==> src/rtl/unidade_pc_desvio.sv <==
// Program counter and fetch-redirect unit: advances the PC, applies branch/jump
// redirects with a one-cycle flush bubble, and counts applied redirects.
module unidade_pc_desvio #(
    parameter int unsigned           LARGURA_PC  = 8,
    parameter int unsigned           LARGURA_OFF = 5,
    parameter logic [LARGURA_PC-1:0] RESET_PC    = '0
) (
    input  logic                   clock,
    input  logic                   reset,
    input  logic                   desvio,
    input  logic [LARGURA_PC-1:0]  pc_desvio,
    input  logic [LARGURA_OFF-1:0] offset,
    input  logic                   salto,
    input  logic [LARGURA_PC-1:0]  destino_salto,
    input  logic                   stall,
    input  logic                   halt,
    output logic [LARGURA_PC-1:0]  pc,
    output logic [LARGURA_PC-1:0]  pc_mais1,
    output logic                   valido,
    output logic                   flush,
    output logic [1:0]             estado,
    output logic [7:0]             contador_desvios
);

    localparam int unsigned            LARGURA_CNT = 8;
    localparam logic [LARGURA_CNT-1:0] CNT_MAX     = '1;

    typedef enum logic [1:0] {
        RUN   = 2'b00,
        FLUSH = 2'b01,
        HALT  = 2'b10
    } estado_t;

    estado_t                estado_q, estado_d;
    logic [LARGURA_PC-1:0]  pc_q, pc_d;
    logic [LARGURA_CNT-1:0] cnt_q, cnt_d;
    logic                   flush_q, flush_d;
    logic                   valido_q, valido_d;
    logic                   redireciona;
    logic [LARGURA_PC-1:0]  alvo_desvio;

    // Signed offset is sign-extended to PC width; the sum wraps naturally.
    assign alvo_desvio = pc_desvio + LARGURA_PC'($signed(offset));
    assign pc_mais1    = pc_q + LARGURA_PC'(1);

    // Next-state, next-PC and redirect accounting
    always_comb begin
        estado_d    = estado_q;
        pc_d        = pc_q;
        cnt_d       = cnt_q;
        redireciona = 1'b0;

        unique case (estado_q)
            RUN: begin
                if (halt) begin
                    estado_d = HALT;
                end else if (desvio) begin
                    pc_d        = alvo_desvio;
                    estado_d    = FLUSH;
                    redireciona = 1'b1;
                end else if (salto) begin
                    pc_d        = destino_salto;
                    estado_d    = FLUSH;
                    redireciona = 1'b1;
                end else if (!stall) begin
                    pc_d = pc_mais1;
                end
            end
            FLUSH: begin
                // Execute slot is a bubble: requests in this cycle are dropped.
                estado_d = halt ? HALT : RUN;
            end
            HALT: begin
                estado_d = HALT;
            end
            default: begin
                estado_d = RUN;
            end
        endcase

        if (redireciona && (cnt_q != CNT_MAX)) begin
            cnt_d = cnt_q + LARGURA_CNT'(1);
        end

        flush_d  = (estado_d == FLUSH);
        valido_d = (estado_d == RUN);
    end

    // State and registered outputs
    always_ff @(posedge clock) begin
        if (reset) begin
            estado_q <= RUN;
            pc_q     <= RESET_PC;
            cnt_q    <= '0;
            flush_q  <= 1'b0;
            valido_q <= 1'b1;
        end else begin
            estado_q <= estado_d;
            pc_q     <= pc_d;
            cnt_q    <= cnt_d;
            flush_q  <= flush_d;
            valido_q <= valido_d;
        end
    end

    assign pc               = pc_q;
    assign estado           = estado_q;
    assign flush            = flush_q;
    assign valido           = valido_q;
    assign contador_desvios = cnt_q;

endmodule

==> config.mk <==
export PLATFORM = sky130hd
export DESIGN_NAME = unidade_pc_desvio
export DESIGN_NICKNAME = d
export VERILOG_FILES = /design/src/rtl/unidade_pc_desvio.sv
export SDC_FILE = /design/constraint.sdc
export NUM_CORES = 1
export LEC_CHECK = 0
export ABC_AREA = 1
export CELL_PAD_IN_SITES_DETAIL_PLACEMENT = 0
export CELL_PAD_IN_SITES_GLOBAL_PLACEMENT = 1
export CORE_MARGIN = 10
export CORE_UTILIZATION = 32
export CTS_CLUSTER_DIAMETER = 150
export CTS_CLUSTER_SIZE = 16
export DETAILED_ROUTE_END_ITERATION = 6
export PLACE_DENSITY_LB_ADDON = 0.1
export SLEW_MARGIN = 20
export SYNTH_ARGS = -nofsm -noshare
export SYNTH_HDL_FRONTEND = slang
export SYNTH_SLANG_ARGS = --single-unit
==> constraint.sdc <==
create_clock -name clock -period 3.7 [get_ports clock]
set_input_delay 0.555 -clock clock [delete_from_list [all_inputs] [get_ports clock]]
set_output_delay 0.555 -clock clock [all_outputs]
set_load 0.01 [all_outputs]
### Word level (Yosys, flattened, before mapping)

Index checks and enable logic that the tools add are counted.

* add/subtract/negate cells: 3
* muxes and demuxes: 12
* divide/modulo/power cells: 0
* multiply operators: 0
* eq/ne operators: 5
* shift operators: 0
* reductions and logical operators: 4
* $lt $le $gt $ge: 0
* bitwise logic cells: 1

Operator list (number)
* 8-bit 2-to-1 mux: 3
* 8-bit by 1-bit adder with 8-bit output, second input constant: 2
* 8-bit adder: 1
* 2-bit 2-to-1 mux: 4
* 8-bit inequality test, second input constant: 1
* 2-bit one-hot mux with 3 select lines: 1
* 2-bit by 1-bit == test with 1-bit output, second input constant: 2
* 2-bit logical NOT: 2
* 1-bit 2-to-1 mux: 4
* 3-bit inequality test, second input constant: 1
* 3-bit AND reduction: 1
* 2-bit == test, second input constant: 1
* 1-bit logical AND: 1
* 1-bit NOT: 1

* memory bits (writable): 0
* output and inout bits: 28
* register bits after elaboration: 20
* memories: 0
* logic and storage cells: 30
* bits in latches: 0
* bits of input ports: 27
* ROM bits: 0

### Depth between registers and ports, before layout

* depth after elaboration: 5
* gate-level depth with buffers: 12
* mapped depth without buffers: 12

### Worst setup path after synthesis

No wires, ideal clock.

* path type: input-to-reg
* from: input port offset[0]
* to: register pc_q[4] (netlist: pc[4])
* stages on the path: 12
* arrival time: 1643 ps
* setup time: 115 ps
* path slack: 1943 ps
* buffers on the path: 0
* required time: 3585 ps
* cell sequence: ha_1 inv_1 fa_1 inv_1 nand2_1 nand2_1 and2_1 nand2_1 nand2_1 nor2_1 nor2_1 nor2_1

* word-level cells in the longest chain between the ends: 2

RTL lines
* from (decl): RTL line 12 `input logic [LARGURA_OFF-1:0] offset,`
* 8-bit adder: RTL line 43 `assign alvo_desvio = pc_desvio + LARGURA_PC'($signed(offset));`
* 8-bit 2-to-1 mux: RTL line 57 `end else if (desvio) begin`
* to (signal assigned): RTL line 99 `pc_q <= pc_d;`
* to (decl): RTL line 35 `logic [LARGURA_PC-1:0] pc_q, pc_d;`

Every way passes these cells.
A chain may end at the register's enable or synchronous reset.

### Final worst setup path

* from: register pc_q[0] (netlist: pc[0])
* to: output port pc_mais1[6]

* word-level cells in the longest chain between the ends: 1

RTL lines
* 8-bit by 1-bit adder with 8-bit output: RTL line 44 `assign pc_mais1 = pc_q + LARGURA_PC'(1);`
* to (decl): RTL line 18 `output logic [LARGURA_PC-1:0] pc_mais1,`

Every way passes these cells.

==> results.cfg <==
[critical_path]
path_buf_inv = 1
critPathMaxFanout = 6
cp.arrival_ns = 1.92
worst_setup_path_end_kind = output pin
ff2ff_path_depth = 7
r2r-end = pc[4]
cpPeakStageDelay_ns = 0.56
crit_required_ns = 3.14
crit_type = flop to output pin
crit_family = buffers and inverters
startpoint_type = flop
r2r_slack_ns = 2.15
crit_path_top_delay_cell = clkdlybuf4s50_1
path_common_cell = nand2_1
crit_chain = ha_1 -> nand3_1 -> nor2_1 -> nand2_1 -> nand2_1 -> clkdlybuf4s50_1
regToRegStartpoint = pc[0]

[grt]
grt_usage_pct = 11.4
grt_pass1_vias = 1525
grt_max_degree = 15
grt_pass1_wl_um = 7280
grt_overflow = 0
antenna_found_initial = 0

[clock_network]
cts_setup_buffers = 0
clkTransAtPathRegs_ns = 0.07
htree_levels = 1
numClockSinks = 20
cts_buffers = 3
cts.path.max_buffers = 2
cts_root_buf = clkbuf_8
clk_latency_ns = 0.25
ctsHoldBuffers = 0
cts_resized = 0
cts_tree = built

[floorplanning]
dieWidth_um = 88.1
core_um2 = 4410
pin_count = 55
dieArea_um2 = 7770
dieHeight_um = 88.1
row_count = 24
initial_core_util_pct = 33.6

[power_and_ir_drop]
p_leak_uw = 0.000898
powerDensity_nw_per_um2 = 290
power.total_uw = 616
ir_drop_v = 0.000155

[synthesis]
synth.yosys.seq_area_share_pct = 27.0
yosysTopAreaCellShare_pct = 27.0
synth.avg_cell_area_um2 = 6.51
syn_inst = 228
syn-num-nets = 265
synth_warnings = 0
synth_largest_area_cell = dfxtp_1
ys_top_cells_by_area = dfxtp_1, nand2_1, nor2_1, ha_1, nand3_1
synth_seq_cells = 20
synth.distinct_cells = 29
syn_area_um2 = 1490

[place]
post-dp-hpwl_um = 3540
dp_slack_ns = 1.30
io_buffers = 54
place_congestion = 0.786

[cells_and_area]
layout-drive-gt1-share_pct = 7.09
area_growth_pct = 43.2
ff_latch_area_um2 = 400
diodes = 0
layout_commonest_cell = clkdlybuf4s50_1
nFillCells = 471
layout_common_cells = clkdlybuf4s50_1, nand2_1, nor2_1
multi_input_area_um2 = 968
fin_nets = 320

[detailed_routing]
antenna_left = 0
drt_pass1_iterations = 4
via_per_inst = 4.74
num_vias = 1582
drcViolationCount = 0
dr.first_iter.drc_count = 47
wl_um = 4350
wire_per_inst_um = 13.0

[timing]
post-route-period-util_pct = 66.9
period_needed_ns = 2.47
setup_slack_ns = 1.23
slew_viol_final = 0
max_freq_mhz = 404
tns_ns = 0
rsz0062_at_grt = false
hold_ws_ns = 0.521
slew_headroom_pct = 64.0
hold_viol_final = 0
setup_viol = 0
clock_skew_ns = 0.00117
worst-slew-pin-transition_ns = 0.538

[job]
cap_violations = 0

[min_path]
hold_path.startpoint = estado[0]
hp-class = flop to flop
holdPathEnd = estado[1]
hold_depth = 1

[status]
outcome = finished, final reports clean
## cells by family (layout without fill, tap and decap cells)
| family | after synthesis | count (layout) | share of synthesized area, % |
|---|---|---|---|
| simple gates | 122 | 122 | 36.2 |
| buf+inv | 30 | 84 | 7.83 |
| fa+ha+maj | 10 | 10 | 8.93 |
| xor+xnor | 10 | 10 | 5.90 |
| flops | 20 | 20 | 27.0 |
| compound gates | 36 | 36 | 14.2 |
## registers in the layout (all words and copies together) (netlist names)
name	flops
contador_desvios	8
estado	2
flush	1
pc	8
valido	1
## Yosys cell counts
cell / instances
a31oi_1: 2
o211ai_1: 1
xor2_1: 6
o21ai_2: 1
and2_1: 1
nand3b_1: 3
o21ai_0: 6
or2_4: 1
nand3_2: 1
nand4_1: 2
or2_1: 2
xnor2_1: 4
o21ai_1: 10
inv_1: 20
fa_1: 1
nor2_1: 39
nor3_1: 1
inv_2: 6
a21oi_2: 5
nor3_2: 1
nand2_1: 53
a21oi_1: 10
dfxtp_1: 20
a21o_1: 1
nand2_8: 1
clkbuf_1: 1
buf_2: 3
nand3_1: 17
ha_1: 9
## layer usage
metal	track usage [%]	up-vias	share of wire, %
li1	-	845	-
met1	15.1	689	50
met2	17.1	46	39
met3	5.57	2	10
met4	0.856	0	0.23
met5	0	-	0
## worst max-delay path by stage
stage	end	depth (start not counted)	from
after global routing	pc_mais1[4]	4	pc[0]
after detailed placement	pc[4]	13	offset[0]
final	pc_mais1[6]	6	pc[0]
after global placement	pc[4]	13	offset[0]
after CTS	pc_mais1[6]	6	pc[0]
after floorplan	pc[4]	12	offset[0]
## report_power, final
group          leakage [µW]  switching [µW]  internal (µW)
combinational      0.000705            99.2            104
clock             0.0000288            72.6           94.7
sequential         0.000164            17.3            229
total              0.000898             189            427
## worst reg2reg max path, cell delays in order (launching register included)
cell,delay (ns)
dfxtp_1,0.44
ha_1,0.22
nand3_1,0.16
xnor2_1,0.18
o21ai_0,0.24
nand2_1,0.08
nor2_1,0.09
nor2_1,0.04
## metrics by stage
step                      instances  util, %  cell area (µm²)
after global routing            334     48.2             2130
after detailed placement        330     46.9             2070
final                           334     48.2             2130
after global placement          330     46.9             2070
after CTS                       334     48.2             2130
after floorplan                 228        -             1490
## final cells by class
cell class,instances,area share [%]
Inverter,26,4.59
Clock buffer,4,2.59
Sequential cell,20,18.8
Timing Repair Buffer,54,25.4
Multi-Input combinational cell,178,45.5
Tap cell,52,3.06
(Power assumes the default switching activity.)
